[src/rtl/uart_pkg.sv]
// uart_pkg: definitions shared by the UART transmitter and its receiver
// successor.
//   PAR_*        parity mode codes carried on the 2-bit parity-mode field
//   uart_state_e frame FSM state encoding
//   baud_rate    baud_select code -> line rate in baud
//   baud_div     16x-oversample tick divisor, round(clk_freq / (16 * baud))
package uart_pkg;

    localparam logic [1:0] PAR_NONE = 2'b00;
    localparam logic [1:0] PAR_EVEN = 2'b01;
    localparam logic [1:0] PAR_ODD  = 2'b10;
    localparam logic [1:0] PAR_MARK = 2'b11;

    typedef enum logic [2:0] {
        ST_IDLE   = 3'd0,
        ST_START  = 3'd1,
        ST_DATA   = 3'd2,
        ST_PARITY = 3'd3,
        ST_STOP1  = 3'd4,
        ST_STOP2  = 3'd5
    } uart_state_e;

    function automatic int baud_rate(input logic [2:0] sel);
        case (sel)
            3'd0:    return 300;
            3'd1:    return 1200;
            3'd2:    return 4800;
            3'd3:    return 9600;
            3'd4:    return 19200;
            3'd5:    return 38400;
            3'd6:    return 57600;
            default: return 115200;
        endcase
    endfunction

    // Adding half the denominator before dividing rounds to nearest.
    function automatic int baud_div(input int clk_freq, input logic [2:0] sel);
        int rate;
        rate = baud_rate(sel);
        return (clk_freq + 8 * rate) / (16 * rate);
    endfunction

endpackage

[src/rtl/uart_sync_fifo.sv]
// uart_sync_fifo: single-clock FIFO with first-word-fall-through read.
//   clk, rst   clock, asynchronous active-high reset (clears pointers)
//   push       write wr_data at the edge; ignored while full
//   pop        advance the head at the edge; ignored while empty
//   rd_data    current head word, read directly from the storage flops
//   full       level == DEPTH
//   empty      level == 0
//   level      current occupancy, 0..DEPTH
module uart_sync_fifo #(
    parameter int WIDTH = 8,
    parameter int DEPTH = 16
) (
    input  logic                     clk,
    input  logic                     rst,
    input  logic                     push,
    input  logic                     pop,
    input  logic [WIDTH-1:0]         wr_data,
    output logic [WIDTH-1:0]         rd_data,
    output logic                     full,
    output logic                     empty,
    output logic [$clog2(DEPTH):0]   level
);

    localparam int AW = $clog2(DEPTH);
    localparam int LW = AW + 1;

    logic [WIDTH-1:0] mem [DEPTH];
    // One extra pointer bit distinguishes full from empty.
    logic [AW:0]      wr_ptr;
    logic [AW:0]      rd_ptr;
    logic             do_push;
    logic             do_pop;

    assign level   = wr_ptr - rd_ptr;
    assign full    = (level == LW'(DEPTH));
    assign empty   = (level == '0);
    assign do_push = push && !full;
    assign do_pop  = pop && !empty;
    assign rd_data = mem[rd_ptr[AW-1:0]];

    always_ff @(posedge clk or posedge rst) begin
        if (rst) begin
            wr_ptr <= '0;
            rd_ptr <= '0;
        end else begin
            if (do_push) wr_ptr <= wr_ptr + 1'b1;
            if (do_pop)  rd_ptr <= rd_ptr + 1'b1;
        end
    end

    // Storage needs no reset: nothing is readable until a push lands.
    always_ff @(posedge clk) begin
        if (do_push) mem[wr_ptr[AW-1:0]] <= wr_data;
    end

endmodule

[src/rtl/uart_tx_fifo.sv]
// uart_tx_fifo: buffered UART transmitter with runtime parity and stop-bit
// selection; queued frames are sent back to back with no idle gap.
//   clk, reset   system clock, asynchronous active-high reset
//   Tx_EN        allows a new frame to start; a running frame always completes
//   Tx_WR        write strobe for Tx_DATA
//   Tx_DATA      word to queue
//   baud_select  line rate code (see uart_pkg::baud_rate)
//   Tx_PARITY    parity mode (PAR_NONE/EVEN/ODD/MARK)
//   Tx_STOP2     0 = one stop bit, 1 = two stop bits
//   TxD          registered serial line, idles high
//   Tx_BUSY      FIFO non-empty or a frame in progress
//   Tx_FULL      FIFO full
//   Tx_EMPTY     FIFO empty
//   Tx_LEVEL     FIFO occupancy
//   Tx_OVERFLOW  one-cycle pulse after a write was dropped
//   fsm_state    frame FSM state, for observation
//
// Write handshake: Tx_WR is a one-cycle strobe and !Tx_FULL is its ready. A
// word is taken at the rising edge where Tx_WR=1 and Tx_FULL=0. Tx_WR=1 with
// Tx_FULL=1 drops the word (even if a pop happens at that same edge) and
// raises Tx_OVERFLOW for the following cycle.
module uart_tx_fifo
    import uart_pkg::*;
#(
    parameter int CLK_FREQ   = 50000000,
    parameter int DATA_W     = 8,
    parameter int FIFO_DEPTH = 16
) (
    input  logic                          clk,
    input  logic                          reset,
    input  logic                          Tx_EN,
    input  logic                          Tx_WR,
    input  logic [DATA_W-1:0]             Tx_DATA,
    input  logic [2:0]                    baud_select,
    input  logic [1:0]                    Tx_PARITY,
    input  logic                          Tx_STOP2,
    output logic                          TxD,
    output logic                          Tx_BUSY,
    output logic                          Tx_FULL,
    output logic                          Tx_EMPTY,
    output logic [$clog2(FIFO_DEPTH):0]   Tx_LEVEL,
    output logic                          Tx_OVERFLOW,
    output uart_state_e                   fsm_state
);

    localparam int DIV_TAB [8] = '{
        baud_div(CLK_FREQ, 3'd0), baud_div(CLK_FREQ, 3'd1),
        baud_div(CLK_FREQ, 3'd2), baud_div(CLK_FREQ, 3'd3),
        baud_div(CLK_FREQ, 3'd4), baud_div(CLK_FREQ, 3'd5),
        baud_div(CLK_FREQ, 3'd6), baud_div(CLK_FREQ, 3'd7)
    };
    // The slowest rate has the largest divisor and sets the counter width.
    localparam int DIV_W = $clog2(DIV_TAB[0]);
    localparam int BIT_W = $clog2(DATA_W);

    uart_state_e       state;
    uart_state_e       state_nxt;
    logic [DATA_W-1:0] head;
    logic [DATA_W-1:0] shreg;
    logic              fifo_full;
    logic              fifo_empty;
    logic              pop;
    logic [DIV_W-1:0]  div_cnt;
    logic [DIV_W-1:0]  div_last;
    logic [3:0]        os_cnt;
    logic [BIT_W-1:0]  bit_idx;
    logic [1:0]        par_mode;
    logic              stop2;
    logic              par_bit;
    logic              par_calc;
    logic              bit_done;
    logic              frame_end;
    logic              txd_nxt;

    uart_sync_fifo #(
        .WIDTH (DATA_W),
        .DEPTH (FIFO_DEPTH)
    ) u_fifo (
        .clk     (clk),
        .rst     (reset),
        .push    (Tx_WR),
        .pop     (pop),
        .wr_data (Tx_DATA),
        .rd_data (head),
        .full    (fifo_full),
        .empty   (fifo_empty),
        .level   (Tx_LEVEL)
    );

    assign Tx_FULL   = fifo_full;
    assign Tx_EMPTY  = fifo_empty;
    assign Tx_BUSY   = (state != ST_IDLE) || !fifo_empty;
    assign fsm_state = state;

    // Last clock of a bit: final divisor count of the 16th oversample tick.
    assign bit_done  = (div_cnt == div_last) && (os_cnt == 4'hF);
    assign frame_end = bit_done &&
                       (((state == ST_STOP1) && !stop2) || (state == ST_STOP2));

    // Parity is resolved from the head word at pop time, with the mode
    // sampled at that same edge.
    always_comb begin
        case (Tx_PARITY)
            PAR_EVEN: par_calc = ^head;
            PAR_ODD:  par_calc = ~(^head);
            default:  par_calc = 1'b1;
        endcase
    end

    always_comb begin
        state_nxt = state;
        pop       = 1'b0;
        case (state)
            ST_IDLE: begin
                if (Tx_EN && !fifo_empty) begin
                    pop       = 1'b1;
                    state_nxt = ST_START;
                end
            end
            ST_START: begin
                if (bit_done) state_nxt = ST_DATA;
            end
            ST_DATA: begin
                if (bit_done && (bit_idx == BIT_W'(DATA_W - 1)))
                    state_nxt = (par_mode == PAR_NONE) ? ST_STOP1 : ST_PARITY;
            end
            ST_PARITY: begin
                if (bit_done) state_nxt = ST_STOP1;
            end
            ST_STOP1: begin
                if (bit_done && stop2) state_nxt = ST_STOP2;
            end
            default: ;
        endcase
        // Chaining straight into the next start bit keeps frames gap-free.
        if (frame_end) begin
            if (Tx_EN && !fifo_empty) begin
                pop       = 1'b1;
                state_nxt = ST_START;
            end else begin
                state_nxt = ST_IDLE;
            end
        end
    end

    // TxD is the registered image of the state, so the line lags the state
    // by one clock while every bit still lasts exactly 16*DIV clocks.
    always_comb begin
        case (state)
            ST_START:  txd_nxt = 1'b0;
            ST_DATA:   txd_nxt = shreg[0];
            ST_PARITY: txd_nxt = par_bit;
            default:   txd_nxt = 1'b1;
        endcase
    end

    always_ff @(posedge clk or posedge reset) begin
        if (reset) begin
            state       <= ST_IDLE;
            TxD         <= 1'b1;
            Tx_OVERFLOW <= 1'b0;
        end else begin
            state       <= state_nxt;
            TxD         <= txd_nxt;
            Tx_OVERFLOW <= Tx_WR && fifo_full;
        end
    end

    always_ff @(posedge clk or posedge reset) begin
        if (reset) begin
            shreg    <= '0;
            bit_idx  <= '0;
            par_mode <= PAR_NONE;
            stop2    <= 1'b0;
            par_bit  <= 1'b0;
            div_last <= '0;
            div_cnt  <= '0;
            os_cnt   <= '0;
        end else if (pop) begin
            shreg    <= head;
            bit_idx  <= '0;
            par_mode <= Tx_PARITY;
            stop2    <= Tx_STOP2;
            par_bit  <= par_calc;
            div_last <= DIV_W'(DIV_TAB[baud_select] - 1);
            div_cnt  <= '0;
            os_cnt   <= '0;
        end else if (state != ST_IDLE) begin
            if (div_cnt == div_last) begin
                div_cnt <= '0;
                os_cnt  <= os_cnt + 4'd1;
            end else begin
                div_cnt <= div_cnt + 1'b1;
            end
            if (bit_done && (state == ST_DATA)) begin
                shreg   <= shreg >> 1;
                bit_idx <= bit_idx + 1'b1;
            end
        end else begin
            div_cnt <= '0;
            os_cnt  <= '0;
        end
    end

endmodule

[config.mk]
export PLATFORM = sky130hd
export DESIGN_NAME = uart_tx_fifo
export DESIGN_NICKNAME = d
export VERILOG_FILES = /design/src/rtl/uart_pkg.sv /design/src/rtl/uart_sync_fifo.sv /design/src/rtl/uart_tx_fifo.sv
export SDC_FILE = /design/constraint.sdc
export NUM_CORES = 1
export LEC_CHECK = 0
export CORE_MARGIN = 5
export CORE_UTILIZATION = 25
export DETAILED_ROUTE_END_ITERATION = 10
export HOLD_SLACK_MARGIN = 0.06
export SLEW_MARGIN = 20
export SYNTH_ARGS = -nofsm -noshare
export SYNTH_HDL_FRONTEND = slang
export SYNTH_SLANG_ARGS = --single-unit
[constraint.sdc]
create_clock -name clk -period 8.15 [get_ports clk]
set_input_delay 1.63 -clock clk [delete_from_list [all_inputs] [get_ports clk]]
set_output_delay 1.63 -clock clk [all_outputs]
set_load 0.01 [all_outputs]
---- Word level (Yosys, flattened, before mapping) ----
Memory sizes are Yosys's and may differ from the RTL's.
Cells that the tools add are included.
storage, ports and cells
  memory bits (read-only) ................. 256
  bits of input ports ..................... 18
  output and inout bits ................... 13
  memory bits (writable) .................. 128
  memories kept ........................... 2
  bits in registers ....................... 62
memory list
  memory           words  bits a word  read ports  clocked after Yosys merged registers in  write ports  line                  source
  (no name shown)  8      32           1           0                                        0            uart_tx_fifo.sv:185   div_last <= DIV_W'(DIV_TAB[baud_select] - 1);
  u_fifo.mem       16     8            1           0                                        1            uart_sync_fifo.sv:27  logic [WIDTH-1:0] mem [DEPTH];
operators by class
  reduce and logical (&&, ||, !) cells .... 25
  $add $sub $neg .......................... 7
  multiplexer cells ....................... 31
  $lt $le $gt $ge ......................... 1
  bitwise operators ....................... 2
  eq/ne operators ......................... 17
operators by type and width
  kind                                                 number
  2-to-1 mux 14 bit                                    5
  2-to-1 mux 3 bit                                     10
  2-to-1 mux 8 bit                                     3
  one-hot mux 3 bit (5 select lines)                   1
  adder 14 x 1 -> 14 bit (second input constant)       1
  == test 14 bit                                       1
  subtractor 14 x 2 -> 14 bit (second input constant)  1
  2-to-1 mux 4 bit                                     3
  != test 3 bit (second input constant)                4
  adder 5 x 1 -> 5 bit (second input constant)         2
  logical AND 1 bit                                    10
  == test 3 bit (second input constant)                3
  XOR reduction 8 bit                                  1
  2-to-1 mux 1 bit                                     7
  == test 3 x 2 -> 1 bit (second input constant)       2
  AND reduction 6 bit                                  1
  nonzero test 6 bit                                   1
  == test 5 bit (second input constant)                1
  logical NOT 5 bit                                    1
  subtractor 5 bit                                     1
  adder 4 x 1 -> 4 bit (second input constant)         1
  == test 4 bit (second input constant)                1
  >= comparator 4 bit (second input constant)          1
  NOT 3 -> 4 bit                                       1
  other kinds (16)                                     20

---- Logic depth before layout (Yosys ltp) ----
Gate-level depths: netlist of the first run.
  depth in word-level cells ............... 10
  gate-level depth with buffers ........... 15
  depth with buffers taken out ............ 12

---- Cells and area by module ----
A second synthesis of the first run with hierarchy kept.
unflattened totals
  cells, all modules ...................... 599
  area, all modules ....................... 8,739.6 sq um
by module, submodules not included
  module          cells an instance  sequential area each (sq um)  area an instance (sq um)  instances
  uart_sync_fifo  308                4,093.9                       5,686.7                   1
  uart_tx_fifo    291                1,302.5                       3,052.9                   1

---- Least setup slack after synthesis of the first run ----
No wires, ideal clock.
  kind .................................... reg2out
  from .................................... reg u_fifo.rd_ptr[1]
  to ...................................... out Tx_BUSY
  data required time ...................... 6.520 ns
  data arrival time ....................... 2.559 ns
  stages on the path, launching flop included .. 10
  path buffers ............................ 3
  path slack .............................. 3.961 ns
  path through ............................ dfrtp_1 buf_4 buf_6 buf_4 inv_1 fa_1 xor2_1 or3_1 a211oi_1 nand3b_1
on the way
  longest elaborated chain between the ends .. 4
ends and longest elaborated chain
  item                    line                  source
  from (decl)             uart_sync_fifo.sv:30  logic [AW:0] rd_ptr;
  from (signal assigned)  uart_sync_fifo.sv:47  if (do_pop) rd_ptr <= rd_ptr + 1'b1;
  subtractor 5 bit        uart_sync_fifo.sv:34  assign level = wr_ptr - rd_ptr;
  net Tx_LEVEL[2]         uart_tx_fifo.sv:41    output logic [$clog2(FIFO_DEPTH):0] Tx_LEVEL,
  logical NOT 5 bit       uart_sync_fifo.sv:36  assign empty = (level == '0);
  net Tx_EMPTY            uart_tx_fifo.sv:40    output logic Tx_EMPTY,
  logical NOT 1 bit       uart_tx_fifo.sv:92    assign Tx_BUSY = (state != ST_IDLE) || !fifo_empty;
  logical OR 1 bit        uart_tx_fifo.sv:92
  to (decl)               uart_tx_fifo.sv:38    output logic Tx_BUSY,
The timed path passes the listed nets, and every way through them passes these cells.

---- Worst setup path after layout of the first run ----
  from .................................... reg u_fifo.rd_ptr[1]
  to ...................................... out Tx_EMPTY
on the way
  longest elaborated chain between the ends .. 2
ends and longest elaborated chain
  item               line
  subtractor 5 bit   uart_sync_fifo.sv:34
  logical NOT 5 bit  uart_sync_fifo.sv:36
  to (decl)          uart_tx_fifo.sv:40
No other way between the ends.

==> results of run 1 <==
sequential cells by signal (all words and copies together) (netlist names):
signal         count
TxD                1
Tx_OVERFLOW        1
bit_idx            3
div_cnt           14
div_last          14
fsm_state          3
os_cnt             4
par_bit            1
par_mode           2
shreg              8
stop2              1
u_fifo.mem       128
u_fifo.rd_ptr      5
u_fifo.wr_ptr      5
per-layer routing:
layer,vias to the layer above,GRT usage (%),wire length [µm]
met5,-,0,0
met4,0,2.74,228
met3,18,2.10,678
met2,82,15.1,8490
met1,2376,12.9,8190
li1,2309,-,-
synth_stat cells, types with 7 or more instances:
master | number | area share [%]
nor2_1 | 49 | 2.1
buf_6 | 7 | 0.92
mux4_2 | 16 | 4.2
clkbuf_1 | 12 | 0.52
o21ai_2 | 11 | 1.1
nand4_1 | 9 | 0.65
inv_1 | 20 | 0.87
a221oi_1 | 10 | 1.0
dfrtp_1 | 61 | 18
and2_1 | 8 | 0.58
a21oi_1 | 11 | 0.64
xor2_1 | 16 | 1.6
o21ai_0 | 11 | 0.64
mux2i_1 | 40 | 4.7
nand2_1 | 54 | 2.4
ha_1 | 22 | 3.2
edfxtp_1 | 128 | 45
nand3_1 | 9 | 0.52
xnor2_1 | 31 | 3.2
worst reg2reg max path, stage by stage, from the launching register on:
cell	delay, ns
dfrtp_2	1.04
inv_1	0.26
fa_1	0.52
a21o_1	0.18
a21oi_1	0.17
xnor2_1	0.12
nor3b_1	0.17
nor2b_1	0.59
nand2_1	0.25
nor2_1	0.79
worst paths after layout:
path                                   from                to  slack (ns)  depth (start not counted)
setup reg to reg           u_fifo.rd_ptr[1]  u_fifo.mem[4][4]        3.68                          9
hold reg to reg                 par_mode[0]       par_mode[0]        0.49                          2
min in group asynchronous             reset       par_mode[0]        1.77                          3
max in group asynchronous             reset  u_fifo.rd_ptr[0]        5.80                          3
hold / removal                  par_mode[0]       par_mode[0]        0.49                          2
setup / recovery           u_fifo.rd_ptr[1]          Tx_EMPTY        2.56                          6
area by class of cell:
cell class                 instances  area, µm²
timing repair buffer              37        353
fill                            3396      24300
clock buffer                      17        425
inverter                          21       78.8
sequential                       190       5400
clock inverter                    15        198
tap                              455        569
multi-input combinational        373       2930
cell families after synthesis:
family | share of synthesized area, %
flip-flops | 62.7
XOR/XNOR | 5.50
AND/OR/NAND/NOR | 9.16
buffers and inverters | 3.23
AO/OA/AOI/OAI | 6.69
adder cells (fa/ha/maj) | 3.43
multiplexers | 9.24
metrics by stage:
stage	area (µm²)	hold slack (ns)
final	9950	0.486
after global routing	9950	0.509
after CTS	9950	0.494
after detailed placement	9330	0.476
after global placement	9330	0.461
after floorplan	8600	0.452
power breakdown:
group,switching [W],internal [W]
combinational,0.000683,0.000632
sequential,0.000186,0.00121
clock,0.000408,0.000444
total,0.00128,0.00229
==> impl_metrics.py, run 1 <==
metrics = {
    "drt": {
        "drt_wl_total_um": 17600,
        "drt_iter0_drc": 362,
        "postRouteAntennaNets": 0,
        "post_drt_wl_per_cell_um": 15.9,
        "vias": 4785,
        "first_pass_iters": 5,
        "drc": 0,
        "viasPerCell": 4.32,
    },
    "placement": {
        "placedCellCount": 1076,
        "dpl.hpwl_um": 11900,
        "gp_congestion": 0.799,
        "port-buffer-count": 30,
        "dp_slack_ns": 2.78,
    },
    "global_route": {
        "grt_pass1_vias": 4836,
        "grt_overflow": 0,
        "grt_pass1_wl_um": 28000,
        "antenna_found_initial": 0,
        "grt_max_degree": 63,
        "gr-usage-all-layers_pct": 9.44,
    },
    "worst_setup_path": {
        "worst_ep_arrival_time_ns": 3.96,
        "crit_buf_inv": 2,
        "cp_data_required_time_ns": 6.52,
        "cpPeakStageDelay_ns": 1.04,
        "startpoint_type": "flip-flop",
        "cp_top_family": "flip-flops",
        "worstPathCellList": "inv_1 -> fa_1 -> xor2_1 -> or3_1 -> a211oi_1 -> clkdlybuf4s50_1",
        "critPathCaptureType": "output port",
        "crit_path_max_fanout": 36,
        "cp_slowest_cell": "dfrtp_2",
        "critPathKind": "flip-flop to output port",
    },
    "clock_tree": {
        "cts.repair.resized": 0,
        "clk_latency_ns": 0.43,
        "cts_setup_buffers": 0,
        "cts_tree": "yes",
        "cts_buffers": 17,
        "cts.clk_slew.worst_paths_ns": 0.08,
        "ctsHoldBuffers": 0,
        "h-tree-depth": 4,
        "cts_buffer_depth": 2,
        "clock-sinks": 190,
        "ctsRootBufferMaster": "clkbuf_16",
    },
    "yosys": {
        "syn_area_per_cell_um2": 14.0,
        "syn_nets": 656,
        "ys_seq_area_share_pct": 62.7,
        "ys_async_sr_fraction_pct": 32.6,
        "synth_ff_type": "edfxtp_1",
        "synth.cell_area_um2": 8600,
        "netlist_instances": 615,
        "synth_seq_cells": 190,
        "synth_edf_count": 128,
        "synthDistinctLibCells": 60,
        "yosysWarnings": 0,
    },
    "finish": {
        "final_common_cell": "edfxtp_1",
        "most-common-layout-cells": "128 x edfxtp_1, 59 x dfrtp_1, 54 x nand2_1",
        "syn2layout_area_growth_pct": 15.7,
        "instances_no_fill": 1108,
        "drive_above_1_share_pct": 12.3,
        "fin_util_pct": 29.0,
        "nets": 681,
        "num_antenna_cells": 0,
    },
    "sta": {
        "finalMaxSlewViolations": 0,
        "tightest_slew_ns": 1.04,
        "finalCriticalPeriod_ns": 5.59,
        "max_freq_mhz": 179,
        "rsz0062_at_grt": "no",
        "setup_ws_ns": 2.56,
        "hold_viol": 0,
        "relSlewSlack_pct": 30.4,
        "fin_crit_sh_pct": 68.6,
        "fin_tns_setup_ns": 0,
        "fin_skew_ns": 0.0121,
        "setup-violations-final": 0,
    },
    "pwr": {
        "p_per_area_nw_per_um2": 358,
        "p_total_w": 0.00356,
        "vdd_drop_max_uv": 216,
        "p_leak_nw": 3.62,
    },
    "floorplan": {
        "rows": 68,
        "initial_utilization_pct": 25.1,
        "io_pins": 31,
        "core_um2": 34300,
        "dieHeight_um": 195,
        "die_x_um": 195,
        "die_area_um2": 38200,
    },
    "worst_hold_path": {
        "hp-class": "flip-flop to flip-flop",
    },
    "status": {
        "status": "complete, no violations",
    },
    "run": {
        "drv_cap": 0,
    },
}
No activity file was read; power rests on OpenSTA's default activity.
==> inputs of run 2 (changes only) <==
Clock period 8.15 ns to 4.6 ns, I/O delays scaled along.
==> run 2 against run 1 <==
Die area unchanged. Combinational power up 87%. Largest cell class unchanged. Global-route usage up 0.13 points. Critical endpoint is now Tx_FULL. Final area down 0.33%. Critical path depth unchanged. Power up 76%. Setup slack worse by 2.1 ns. Clock power up 67%. Utilization down 0.095 points. Non-clock buffer count up 3. First-iteration DRC count up 27%.
==> impl_metrics.py, run 2 (synthesis results as in run 1) <==
metrics = {
    "clock_tree": {
        "ctsHoldBuffers": 0,
        "clk_latency_ns": 0.43,
        "cts_setup_buffers": 0,
        "cts_buffer_depth": 2,
        "ctsRootBufferMaster": "clkbuf_16",
        "cts_tree": "yes",
        "cts.repair.resized": 0,
        "cts.clk_slew.worst_paths_ns": 0.07,
        "cts_buffers": 17,
        "clock-sinks": 190,
        "h-tree-depth": 4,
    },
    "drt": {
        "post_drt_wl_per_cell_um": 16.1,
        "first_pass_iters": 4,
        "postRouteAntennaNets": 0,
        "drc": 0,
        "drt_iter0_drc": 461,
        "drt_wl_total_um": 17900,
        "viasPerCell": 4.33,
        "vias": 4816,
    },
    "floorplan": {
        "core_um2": 34300,
        "dieHeight_um": 195,
        "initial_utilization_pct": 25.1,
        "die_area_um2": 38200,
        "io_pins": 31,
        "die_x_um": 195,
        "rows": 68,
    },
    "sta": {
        "max_freq_mhz": 239,
        "hold_viol": 0,
        "finalCriticalPeriod_ns": 4.19,
        "tightest_slew_ns": 0.872,
        "fin_skew_ns": 0.0164,
        "fin_tns_setup_ns": 0,
        "relSlewSlack_pct": 41.8,
        "fin_crit_sh_pct": 91.0,
        "setup-violations-final": 0,
        "finalMaxSlewViolations": 0,
        "rsz0062_at_grt": "no",
    },
    "pwr": {
        "pwr-share-seq_pct": 38.1,
        "p_sw_w": 0.00227,
        "p_per_area_nw_per_um2": 632,
        "switching_share_pct": 36.2,
        "power_frac_comb_pct": 39.2,
        "vdd_drop_max_uv": 331,
        "p_leak_nw": 3.62,
        "p_int_w": 0.00400,
        "p_clk_share_pct": 22.7,
        "p_total_w": 0.00627,
    },
    "worst_setup_path": {
        "worst_ep_arrival_time_ns": 3.27,
        "cp_top_family": "buffers and inverters",
        "cp_data_required_time_ns": 3.68,
        "critPathCaptureType": "output port",
        "startpoint_type": "flip-flop",
        "worstPathCellList": "clkinv_1 -> ha_1 -> or3_1 -> and2_1 -> nor3b_1 -> clkdlybuf4s50_1",
        "cpPeakStageDelay_ns": 0.60,
        "crit_buf_inv": 2,
        "critPathKind": "flip-flop to output port",
        "cp_slowest_cell": "clkdlybuf4s50_1",
        "crit_path_max_fanout": 11,
    },
    "placement": {
        "port-buffer-count": 30,
        "dpl.hpwl_um": 12200,
        "gp_congestion": 0.806,
    },
    "worst_hold_path": {
        "hp-class": "flip-flop to flip-flop",
    },
    "finish": {
        "num_antenna_cells": 0,
        "drive_above_1_share_pct": 12.7,
        "most-common-layout-cells": "128 x edfxtp_1, 59 x dfrtp_1, 54 x nand2_1",
        "final_common_cell": "edfxtp_1",
        "largest_reg_flops": 128,
        "syn2layout_area_growth_pct": 15.3,
        "fin_util_pct": 28.9,
        "nets": 684,
    },
    "global_route": {
        "grt_overflow": 0,
        "grt_pass1_wl_um": 28500,
        "antenna_found_initial": 0,
        "gr-usage-all-layers_pct": 9.58,
        "grt_max_degree": 41,
        "grt_pass1_vias": 4891,
    },
    "status": {
        "status": "complete, no violations",
    },
    "run": {
        "drv_cap": 0,
    },
}
run 2: cell count changes in the layout (fill, tap and decap cells not counted), sizes merged:
cell and delta:
clkinv -4, inv +4, buf +3, bufinv -1
clkbuf +1
run 2: final timing paths:
check	from	to	slack (ns)	cells past startpoint
setup / recovery	u_fifo.rd_ptr[3]	Tx_FULL	0.41	6
hold / removal	par_mode[0]	par_mode[0]	0.48	2
setup reg to reg	u_fifo.rd_ptr[3]	u_fifo.mem[6][6]	0.88	8
hold reg to reg	par_mode[0]	par_mode[0]	0.48	2
max in group asynchronous	reset	div_last[1]	2.77	3
min in group asynchronous	reset	div_cnt[9]	1.01	2
run 2: routing by layer:
| layer | GRT usage [%] | routed length, µm | vias to the layer above |
|---|---|---|---|
| met5 | 0 | 0 | - |
| met4 | 2.56 | 210 | 0 |
| met3 | 2.04 | 662 | 13 |
| met2 | 15.6 | 8860 | 103 |
| met1 | 13.0 | 8200 | 2390 |
| li1 | - | - | 2310 |
run 2: area by class of cell:
cell class,count,area (µm²)
timing repair buffer,40,375
clock buffer,18,429
inverter,21,78.8
multi-input combinational,373,2930
tap,455,569
clock inverter,14,139
sequential,190,5400
fill,3419,24400
run 2: stage by stage:
stage               hold WS [ns]  cell area, µm²  std cells  worst slack (ns)
global placement           0.461            9350       1079             0.930
global route               0.497            9920       1111             0.290
CTS                        0.483            9920       1111             0.413
detailed placement         0.467            9350       1079             0.886
floorplan                  0.452            8600        615              1.03
finish                     0.480            9920       1111             0.413
run 2: power by group through the flow:
stage / Sequential, W / Clock, W / Combinational (W)
2_1_floorplan: 0.00231 / 0 / 0.00187
3_3_place_gp: 0.00241 / 0 / 0.00246
3_5_place_dp: 0.00242 / 0 / 0.00248
4_1_cts: 0.00239 / 0.00146 / 0.00250
5_1_grt: 0.00243 / 0.00153 / 0.00269
6_report: 0.00239 / 0.00142 / 0.00245
run 2: tightest hold or removal path, stage by stage (launching register included):
cell     delay [ns]
dfrtp_1        0.34
nand2_1        0.06
o21ai_2        0.05
==> inputs of run 3 (changes only) <==
Settings changed: CTS_CLUSTER_DIAMETER set to 80.
==> results of run 3 <==
No change in the layout: final DEF, timing and power equal those of run 2.
